[config.mk]
export PLATFORM = sky130hd
export DESIGN_NAME = fetch_stage_flat
export DESIGN_NICKNAME = d
export VERILOG_FILES = /design/src/rtl/core_pkg.sv /design/src/rtl/fetch_stage_if.sv /design/src/rtl/fetch_fifo.sv /design/src/rtl/fetch_stage.sv /design/src/flat_wrapper.sv
export SDC_FILE = /design/constraint.sdc
export NUM_CORES = 1
export LEC_CHECK = 0
export ABC_AREA = 1
export BUFFER_PORTS_ARGS = -buffer_cell sky130_fd_sc_hd__buf_2
export CAP_MARGIN = 20
export CORE_UTILIZATION = 32
export DETAILED_ROUTE_END_ITERATION = 10
export SLEW_MARGIN = 0
export SYNTH_ARGS = -nofsm -noshare
export SYNTH_HDL_FRONTEND = slang
export SYNTH_HIERARCHICAL = 1
export SYNTH_SLANG_ARGS = --single-unit
[constraint.sdc]
create_clock -name CLK -period 5.12 [get_ports CLK]
set_clock_uncertainty 0.2 [all_clocks]
set_input_delay 0.512 -clock CLK [delete_from_list [all_inputs] [get_ports CLK]]
set_output_delay 0.512 -clock CLK [all_outputs]
set_load 0.02 [all_outputs]
[src/rtl/core_pkg.sv]
// Shared core definitions: NOP encoding, default XLEN and the IMEM response record.
package core_pkg;

  localparam int unsigned DEFAULT_XLEN = 32;

  // addi x0, x0, 0
  localparam logic [31:0] INST_NOP = 32'h0000_0013;

  typedef struct packed {
    logic [DEFAULT_XLEN-1:0] pc;
    logic [31:0]             inst;
  } imem_resp_t;

endpackage

[src/rtl/fetch_stage_if.sv]
// Fetch-stage bus: instruction-memory request/response, redirect, and decode handshake.
// master = fetch stage, slave = memory/decode side.
interface fetch_stage_if #(
  parameter int unsigned XLEN = core_pkg::DEFAULT_XLEN
) ();

  logic            IMEM_REQ;
  logic [XLEN-1:0] IMEM_ADDR;
  logic            IMEM_GNT;
  logic            IMEM_RVALID;
  logic [31:0]     IMEM_RDATA;
  logic            REDIRECT;
  logic [XLEN-1:0] REDIRECT_PC;
  logic            INST_VALID;
  logic            INST_READY;
  logic [31:0]     INST;
  logic [XLEN-1:0] INST_PC;

  modport master (
    output IMEM_REQ, IMEM_ADDR, INST_VALID, INST, INST_PC,
    input  IMEM_GNT, IMEM_RVALID, IMEM_RDATA, REDIRECT, REDIRECT_PC, INST_READY
  );

  modport slave (
    input  IMEM_REQ, IMEM_ADDR, INST_VALID, INST, INST_PC,
    output IMEM_GNT, IMEM_RVALID, IMEM_RDATA, REDIRECT, REDIRECT_PC, INST_READY
  );

endinterface

[src/rtl/fetch_fifo.sv]
// Synchronous instruction buffer. Flush wins over push and pop in the same cycle.
// DEPTH must be a power of two so the pointers wrap naturally.
module fetch_fifo #(
  parameter int unsigned WIDTH = 64,
  parameter int unsigned DEPTH = 4
) (
  input  logic                   CLK,
  input  logic                   RESET,
  input  logic                   push,
  input  logic [WIDTH-1:0]       push_data,
  input  logic                   pop,
  input  logic                   flush,
  output logic [$clog2(DEPTH):0] count,
  output logic                   empty,
  output logic [WIDTH-1:0]       head
);

  localparam int unsigned PW = $clog2(DEPTH);

  logic [WIDTH-1:0] mem_q [DEPTH];
  logic [PW-1:0]    wr_ptr_q, rd_ptr_q;
  logic [PW:0]      count_q;
  logic             pop_ok;

  assign empty  = (count_q == '0);
  assign pop_ok = pop & ~empty;
  assign count  = count_q;
  assign head   = mem_q[rd_ptr_q];

  // Storage write; the credit rule upstream guarantees no push into a full buffer.
  always_ff @(posedge CLK) begin
    if (push && !flush) begin
      mem_q[wr_ptr_q] <= push_data;
    end
  end

  // Pointer and occupancy bookkeeping.
  always_ff @(posedge CLK) begin
    if (RESET || flush) begin
      wr_ptr_q <= '0;
      rd_ptr_q <= '0;
      count_q  <= '0;
    end else begin
      if (push)   wr_ptr_q <= wr_ptr_q + PW'(1);
      if (pop_ok) rd_ptr_q <= rd_ptr_q + PW'(1);
      case ({push, pop_ok})
        2'b10:   count_q <= count_q + (PW+1)'(1);
        2'b01:   count_q <= count_q - (PW+1)'(1);
        default: count_q <= count_q;
      endcase
    end
  end

endmodule

[src/rtl/fetch_stage.sv]
// Decoupled instruction-fetch front end: credit-limited in-order IMEM requests, response
// buffering with PCs, and redirect flush with discard of stale in-flight responses.
// Optional macro FETCH_PERF_EN adds PERF_FETCHED / PERF_FLUSHED counters.
module fetch_stage
  import core_pkg::*;
#(
  parameter int unsigned     XLEN         = DEFAULT_XLEN,
  parameter logic [XLEN-1:0] RESET_VECTOR = '0,
  parameter int unsigned     FIFO_DEPTH   = 4
) (
  input  logic        CLK,
  input  logic        RESET,
  fetch_stage_if.master bus
`ifdef FETCH_PERF_EN
  ,
  output logic [31:0] PERF_FETCHED,
  output logic [31:0] PERF_FLUSHED
`endif
);

  localparam int unsigned CW = $clog2(FIFO_DEPTH) + 1;
  localparam int unsigned EW = XLEN + 32;

  logic [XLEN-1:0] fetch_pc_q, fetch_pc_d;
  logic [XLEN-1:0] resp_pc_q, resp_pc_d;
  logic [CW-1:0]   outstanding_q, outstanding_d;
  logic [CW-1:0]   discard_q, discard_d;
  logic [CW-1:0]   fifo_count;
  logic            fifo_empty;
  logic [EW-1:0]   fifo_head;
  logic            credit, req_acc, drop, push, pop;
  logic [XLEN-1:0] redirect_pc;
  logic            unused_redirect_lsbs;

  assign redirect_pc          = {bus.REDIRECT_PC[XLEN-1:2], 2'b00};
  assign unused_redirect_lsbs = ^bus.REDIRECT_PC[1:0];

  // Buffered entries plus in-flight requests never exceed the buffer size.
  assign credit  = ({1'b0, outstanding_q} + {1'b0, fifo_count}) < (CW+1)'(FIFO_DEPTH);
  assign req_acc = bus.IMEM_REQ & bus.IMEM_GNT;
  assign drop    = bus.REDIRECT | (discard_q != '0);
  assign push    = bus.IMEM_RVALID & ~drop;
  assign pop     = ~fifo_empty & bus.INST_READY & ~bus.REDIRECT;

  assign bus.IMEM_REQ   = ~RESET & ~bus.REDIRECT & credit;
  assign bus.IMEM_ADDR  = fetch_pc_q;
  assign bus.INST_VALID = ~fifo_empty;
  assign bus.INST       = fifo_empty ? INST_NOP : fifo_head[31:0];
  assign bus.INST_PC    = fifo_empty ? fetch_pc_q : fifo_head[EW-1:32];

  fetch_fifo #(
    .WIDTH (EW),
    .DEPTH (FIFO_DEPTH)
  ) u_fifo (
    .CLK       (CLK),
    .RESET     (RESET),
    .push      (push),
    .push_data ({resp_pc_q, bus.IMEM_RDATA}),
    .pop       (pop),
    .flush     (bus.REDIRECT),
    .count     (fifo_count),
    .empty     (fifo_empty),
    .head      (fifo_head)
  );

  // Next-state for PCs and the in-flight / discard counters; redirect has priority.
  always_comb begin
    fetch_pc_d    = fetch_pc_q;
    resp_pc_d     = resp_pc_q;
    discard_d     = discard_q;
    outstanding_d = outstanding_q;

    case ({req_acc, bus.IMEM_RVALID})
      2'b10:   outstanding_d = outstanding_q + CW'(1);
      2'b01:   outstanding_d = outstanding_q - CW'(1);
      default: outstanding_d = outstanding_q;
    endcase

    if (bus.REDIRECT) begin
      fetch_pc_d = redirect_pc;
      resp_pc_d  = redirect_pc;
      // outstanding already includes responses pending discard, so after this cycle every
      // request still in flight is stale.
      discard_d  = outstanding_q - CW'(bus.IMEM_RVALID);
    end else begin
      if (req_acc) fetch_pc_d = fetch_pc_q + XLEN'(4);
      if (push)    resp_pc_d  = resp_pc_q + XLEN'(4);
      if (bus.IMEM_RVALID && discard_q != '0) discard_d = discard_q - CW'(1);
    end
  end

  // State registers.
  always_ff @(posedge CLK) begin
    if (RESET) begin
      fetch_pc_q    <= RESET_VECTOR;
      resp_pc_q     <= RESET_VECTOR;
      outstanding_q <= '0;
      discard_q     <= '0;
    end else begin
      fetch_pc_q    <= fetch_pc_d;
      resp_pc_q     <= resp_pc_d;
      outstanding_q <= outstanding_d;
      discard_q     <= discard_d;
    end
  end

`ifdef FETCH_PERF_EN
  logic [31:0] perf_fetched_q, perf_flushed_q;

  // Count decode pops, and every instruction lost to a flush or a dropped response.
  always_ff @(posedge CLK) begin
    if (RESET) begin
      perf_fetched_q <= '0;
      perf_flushed_q <= '0;
    end else begin
      if (pop) perf_fetched_q <= perf_fetched_q + 32'd1;
      perf_flushed_q <= perf_flushed_q + (bus.REDIRECT ? 32'(fifo_count) : 32'd0)
                        + 32'(bus.IMEM_RVALID & drop);
    end
  end

  assign PERF_FETCHED = perf_fetched_q;
  assign PERF_FLUSHED = perf_flushed_q;
`endif

endmodule

[src/flat_wrapper.sv]
// flat-port wrapper written by rule: the top's interface ports become plain ports
module fetch_stage_flat import core_pkg::*;
#(
  parameter int unsigned     XLEN         = DEFAULT_XLEN,
  parameter logic [XLEN-1:0] RESET_VECTOR = '0,
  parameter int unsigned     FIFO_DEPTH   = 4
)
  (CLK, RESET, bus_IMEM_REQ, bus_IMEM_ADDR, bus_INST_VALID, bus_INST, bus_INST_PC, bus_IMEM_GNT, bus_IMEM_RVALID, bus_IMEM_RDATA, bus_REDIRECT, bus_REDIRECT_PC, bus_INST_READY);
  fetch_stage_if #(.XLEN(XLEN)) bus_i ();
  input  logic CLK;
  input  logic RESET;
  output wire logic [$bits(bus_i.IMEM_REQ)-1:0] bus_IMEM_REQ;
  output wire logic [$bits(bus_i.IMEM_ADDR)-1:0] bus_IMEM_ADDR;
  output wire logic [$bits(bus_i.INST_VALID)-1:0] bus_INST_VALID;
  output wire logic [$bits(bus_i.INST)-1:0] bus_INST;
  output wire logic [$bits(bus_i.INST_PC)-1:0] bus_INST_PC;
  input wire logic [$bits(bus_i.IMEM_GNT)-1:0] bus_IMEM_GNT;
  input wire logic [$bits(bus_i.IMEM_RVALID)-1:0] bus_IMEM_RVALID;
  input wire logic [$bits(bus_i.IMEM_RDATA)-1:0] bus_IMEM_RDATA;
  input wire logic [$bits(bus_i.REDIRECT)-1:0] bus_REDIRECT;
  input wire logic [$bits(bus_i.REDIRECT_PC)-1:0] bus_REDIRECT_PC;
  input wire logic [$bits(bus_i.INST_READY)-1:0] bus_INST_READY;
  assign bus_IMEM_REQ = bus_i.IMEM_REQ;
  assign bus_IMEM_ADDR = bus_i.IMEM_ADDR;
  assign bus_INST_VALID = bus_i.INST_VALID;
  assign bus_INST = bus_i.INST;
  assign bus_INST_PC = bus_i.INST_PC;
  assign bus_i.IMEM_GNT = bus_IMEM_GNT;
  assign bus_i.IMEM_RVALID = bus_IMEM_RVALID;
  assign bus_i.IMEM_RDATA = bus_IMEM_RDATA;
  assign bus_i.REDIRECT = bus_REDIRECT;
  assign bus_i.REDIRECT_PC = bus_REDIRECT_PC;
  assign bus_i.INST_READY = bus_INST_READY;
  fetch_stage #(.XLEN(XLEN), .RESET_VECTOR(RESET_VECTOR), .FIFO_DEPTH(FIFO_DEPTH)) u_core (.CLK(CLK), .RESET(RESET), .bus(bus_i));
endmodule
* Word level (Yosys, flattened, before mapping)
Memory sizes are Yosys's and may differ from the RTL's. A register that Yosys moved wholly into a read port is not among the register bits. Cells that the tools add are included.
Storage, ports and cells: flip-flop bits (word level) 77, bits in latches 0, RAM bits 256, memory bits (read-only) 0, input port bits 70, output and inout bits 98, logic and storage cells 64, memories kept 1
Memory list:
- u_core.u_fifo.mem_q | depth 4, bits a word 64, read ports 1, clocked after Yosys merged registers in 1, write ports 1, RTL line fetch_fifo.sv:20 | logic [WIDTH-1:0] mem_q [DEPTH];
Cells by class: $add $sub $neg 11, multipliers 0, divide/modulo/power cells 0, $lt $le $gt $ge 1, equality and inequality tests 4, shifts and indexed selects 0, mux-type cells 14, bitwise operators 12, reductions and logical operators 12
Operators by type and width (number):
- 32-bit two-way mux | 6
- 32-bit by 3-bit adder with 32-bit output, second input constant | 2
- 3-bit one-hot mux with 2 select lines | 2
- 2-bit nonzero test | 5
- 3-bit by 1-bit subtractor with 3-bit output, second input constant | 3
- 1-bit AND | 7
- 3-bit by 1-bit adder with 3-bit output, second input constant | 2
- 3-bit two-way mux | 2
- 2-bit by 1-bit adder with 2-bit output, second input constant | 2
- 3-bit by 3-bit adder with 4-bit output | 1
- 2-bit by 1-bit equality test with 1-bit output, second input constant | 2
- 2-bit equality test, second input constant | 2
- 4-bit by 3-bit < comparator with 1-bit output, second input constant | 1
- 2-bit two-way mux | 2
- 1-bit inverter | 4
- 3-bit zero test | 1
- 3-bit nonzero test | 1
- 3-bit by 1-bit subtractor with 3-bit output | 1
- 1-bit logical AND | 2
- 1-bit two-way mux | 2
- 2-bit OR reduction | 1
- 1-bit zero test | 1
- 1-bit logical OR | 1
- 1-bit bitwise OR | 1

* Longest topological paths before layout
word-level depth 7, depth in mapped cells 19, mapped depth without buffers 17

* Modules after synthesis
Netlist, hierarchy kept.
By module, submodules not included:
- fetch_fifo | times used 1, cells each 688, area an instance 9977.1 sq um
- fetch_stage | times used 1, cells each 940, area an instance 5312.6 sq um

* Least setup slack after synthesis
OpenSTA, ideal clock, no wires.
path kind register -> register, from register u_core.discard_q[0], to memory u_core.u_fifo.mem_q[0][0], enable pin, arrival 4.224 ns, slack 0.210 ns, stages on the path, launching flop included 11, clock period less this slack 4.910 ns, cells stage by stage dfxtp_1 -> inv_1 -> ha_1 -> nand3_1 -> inv_1 -> nand2_1 -> inv_1 -> buf_4 -> inv_1 -> or2_2 -> nor2_1
On the way: word-level cells in the longest chain between the ends 7
Ends and longest elaborated chain:
- start, declared | RTL line fetch_stage.sv:27 | logic [CW-1:0] discard_q, discard_d;
- start signal, assigned | RTL line fetch_stage.sv:103 | discard_q <= discard_d;
- 3-bit nonzero test | RTL line fetch_stage.sv:41 | assign drop = bus.REDIRECT | (discard_q != '0);
- 1-bit bitwise OR | RTL line fetch_stage.sv:41
- 1-bit inverter | RTL line fetch_stage.sv:42 | assign push = bus.IMEM_RVALID & ~drop;
- 1-bit AND | RTL line fetch_stage.sv:42
- named net u_core.push | RTL line fetch_stage.sv:31 | logic credit, req_acc, drop, push, pop;
- 1-bit logical AND | RTL line fetch_fifo.sv:32 | if (push && !flush) begin
- 1-bit two-way mux | RTL line fetch_fifo.sv:32
- 1-bit two-way mux (implied by the code) | RTL line fetch_fifo.sv:33 | mem_q[wr_ptr_q] <= push_data;
- end, declared | RTL line fetch_fifo.sv:20
The timed path passes the listed nets, and every way through them passes these cells.

* Worst setup path after layout
from register u_core.discard_q[0], to memory u_core.u_fifo.mem_q[1][3], enable pin
On the way: word-level cells in the longest chain between the ends 7
Ends and longest elaborated chain (RTL line):
- 3-bit nonzero test | fetch_stage.sv:41
- 1-bit bitwise OR | fetch_stage.sv:41
- 1-bit inverter | fetch_stage.sv:42
- 1-bit AND | fetch_stage.sv:42
- 1-bit logical AND | fetch_fifo.sv:32
- 1-bit two-way mux | fetch_fifo.sv:32
- 1-bit two-way mux (implied by the code) | fetch_fifo.sv:33
No other way between the ends.

==> flow_summary_export.csv <==
group,metric,value,unit
layout,final_cells,2448,
clock_tree,cts_max_path_buffers,3,
global_route,gr-total-overflow,0,
outcome,violations,"design-rule violations",
yosys,ys.flop_type,"edfxtp_1",
yosys,synth_edf_count,256,
route,dr_total_vias,12084,
placed_design,gp_congestion,0.914,
die,initial_core_util,32.6,%
critical_path,crit_family,"buffers and inverters",
route,drc,12,
sta,finalSetupViolations,0,
die,num_io_pins,168,
sta,fin_crit,3.38,ns
die,die_x,221,um
clock_tree,cts_resized,0,
global_route,grt_pass1_wl,63500,um
clock_tree,clk_pin_slew,0.06,ns
outcome,status,"complete, but fails checks",
critical_path,critical_path_class,"reg -> reg",
yosys,synth_cells,1628,
sta,fin_ws,1.74,ns
die,die_y,221,um
layout,drive_gt1_share,14.4,%
layout,antennaDiodeCount,0,
yosys,ys_seq_elements,331,
critical_path,worstPathCellList,"inv_1, ha_1, nand3_1, inv_1, nand2_1, inv_1, inv_1, or2_2, nor2_4, buf_4",
route,postRouteAntennaNets,0,
yosys,avgSynthCellArea,9.39,um^2
die,rows,79,
route,drt_first_pass_iters,8,
clock_tree,clock_sinks,331,
layout,areaGrowthSynthToFinish,18.1,%
critical_path,startpoint_type,"register",
sta,slew_viol_final,0,
placed_design,port_buffers,163,
power_and_ir_drop,ir_worst_vdd,220,uV
layout,fin_nets,1900,
yosys,ys.warnings.count,6,
clock_tree,cts_max_level,2,
clock_tree,post_cts_buffers,0,
global_route,grt_pass1_vias,11347,
clock_tree,cts_tree,"yes",
yosys,synth_area_leader_cell,"edfxtp_1",
yosys,async_flop_share,0,%
layout,nFillCells,4683,
power_and_ir_drop,power_density,329,mW/mm^2
route,drtIter0Drc,846,
sta,setup_tns,0,ns
clock_tree,cts_hold_buf,32,
layout,design_area,0.0181,mm^2
sta,slew_headroom,42.0,%
run,cap_violations,0,
yosys,ys_seq_area_share,60.1,%
power_and_ir_drop,leakagePower,6.92,nW
sta,fin_crit_sh,66.1,%
global_route,antenna_found_initial,0,
global_route,gr-usage-all-layers,17.0,%
clock_tree,root_buffer,"clkbuf_16",
clock_tree,clk_latency,0.54,ns
sta,rsz0062_at_grt,"false",
placed_design,placed_cell_area,0.0166,mm^2
route,via_per_inst,4.94,
yosys,yosys-top-cells-area,"edfxtp_1 (50%), dfxtp_1 (9.8%), nand2_1 (7.3%)",
die,die-area,0.0487,mm^2
clock_tree,numCtsBuffers,37,
route,avgRoutedWirePerCell,16.9,um
sta,final_hold_viol_count,0,
critical_path,max_stage_delay,0.46,ns
placed_design,dp.cells,2349,
route,drt_wl_total,41500,um
critical_path,worstPathRequired,5.08,ns
critical_path,cpMostUsedCell,"inv_1",
die,core,0.0469,mm^2
critical_path,critPathBufInv,5,
critical_path,critPathSlowestCell,"inv_1",
yosys,yosysTopAreaCellShare,50.3,%
critical_path,cp-end-kind,"register",
yosys,synthesis.area,0.0153,mm^2
placed_design,dp_hpwl,27000,um
critical_path,arrival,3.34,ns
critical_path,path_max_fanout,35,
min_path,hp-class,"in -> reg",
global_route,grt_max_degree,77,
sta,max_freq,296,MHz
yosys,ys_types,37,
sta,tightest_slew,0.864,ns
placed_design,dp_slack,1.64,ns
## registers in the layout (all words and copies together) (netlist names), named ones only
signal	cells
u_core/u_fifo/mem_q	256
u_core/bus.IMEM_ADDR	30
u_core/u_fifo/count	3
u_core/u_fifo/wr_ptr_q	2
u_core/discard_q	3
u_core/resp_pc_q	30
u_core/outstanding_q	3
u_core/u_fifo/rd_ptr_q	2
## power breakdown
part | total (mW) | internal (mW) | switching (mW)
Sequential | 3.04 | 2.96 | 0.0778
Combinational | 0.481 | 0.160 | 0.321
Clock | 2.43 | 1.39 | 1.03
Total | 5.95 | 4.51 | 1.43
## stage by stage
stage	hold slack, ns	utilization [%]	power, mW
floorplan	0.260	-	3.36
global placement	0.273	35.5	3.54
detailed placement	0.281	35.5	3.55
CTS	0.0530	38.5	6.02
global route	0.0840	38.5	6.18
finish	0.0888	38.5	5.95
## routing by layer
| layer | track usage [%] | vias to the layer above | routed length, um |
|---|---|---|---|
| met1 | 21.9 | 5743 | 18400 |
| met4 | 5.94 | 0 | 1130 |
| met5 | 0 | - | 0 |
| met3 | 2.36 | 73 | 2070 |
| met2 | 29.2 | 377 | 19800 |
| li1 | - | 5891 | - |
## placed cells by master (no fill, tap or decap), types with 32 or more instances in the layout
| cell type | instances |
|---|---|
| nand3_1 | 97 |
| edfxtp_1 | 256 |
| buf_2 | 163 |
| nor2_1 | 242 |
| dlygate4sd3_1 | 32 |
| o21ai_0 | 147 |
| o22ai_1 | 64 |
| dfxtp_1 | 73 |
| clkbuf_16 | 37 |
| nand2_1 | 298 |
| inv_1 | 162 |
| o21ai_1 | 57 |
| a21oi_1 | 63 |
## cell usage after synthesis (2+ instances only)
master / number
nand2_1: 298
edfxtp_1: 256
nor2_1: 246
inv_1: 163
o21ai_0: 147
nand3_1: 97
dfxtp_1: 75
o22ai_1: 64
a21oi_1: 63
o21ai_1: 57
clkbuf_1: 38
buf_6: 16
ha_1: 14
buf_4: 11
a31oi_1: 10
nor2_4: 9
nor2_2: 7
xor2_1: 7
buf_2: 6
o211ai_1: 6
nand4_1: 5
or2_2: 5
xnor2_1: 4
clkbuf_2: 3
nand2_2: 3
nand2_4: 3
buf_1: 2
clkinv_1: 2
fa_1: 2
nand3b_1: 2
## worst min-delay path, cell delays in order
cell	delay [ns]
buf_2	0.09
nand2_1	0.10
a21oi_1	0.07
## kinds of logic (layout without fill, tap and decap cells)
| logic type | Yosys count | count (layout) | share of synthesized area (%) |
|---|---|---|---|
| other | 1 | 10 | 0.0245 |
| AND/OR/NAND/NOR | 680 | 680 | 18.7 |
| flip-flops | 331 | 331 | 60.1 |
| XOR/XNOR | 11 | 11 | 0.630 |
| adder cells (fa/ha/maj) | 16 | 16 | 1.41 |
| AO/OA/AOI/OAI | 347 | 347 | 12.1 |
| buffers and inverters | 242 | 446 | 7.07 |
## cell type report
| class | instances | area (um^2) | share of cell area, % |
|---|---|---|---|
| multi-input combinational | 1064 | 5080 | 28.2 |
| timing repair buffer | 214 | 1310 | 7.26 |
| clock buffer | 54 | 990 | 5.48 |
| inverter | 166 | 626 | 3.47 |
| sequential | 331 | 9190 | 50.9 |
| clock inverter | 12 | 91.3 | 0.506 |
| tap | 607 | 759 | 4.21 |
## worst paths after layout
| check | from | endpoint | slack, ns | depth (start not counted) |
|---|---|---|---|---|
| worst max-delay path | u_core/discard_q[0] | u_core/u_fifo/mem_q[1][3] | 1.74 | 10 |
| worst min-delay path | bus_REDIRECT_PC[17] | u_core/bus.IMEM_ADDR[17] | 0.09 | 3 |
| worst max register to register | u_core/discard_q[0] | u_core/u_fifo/mem_q[1][3] | 1.74 | 10 |
| worst min register to register | u_core/u_fifo/rd_ptr_q[1] | register | 0.29 | 2 |
No activity file was read; power rests on OpenSTA's default activity.
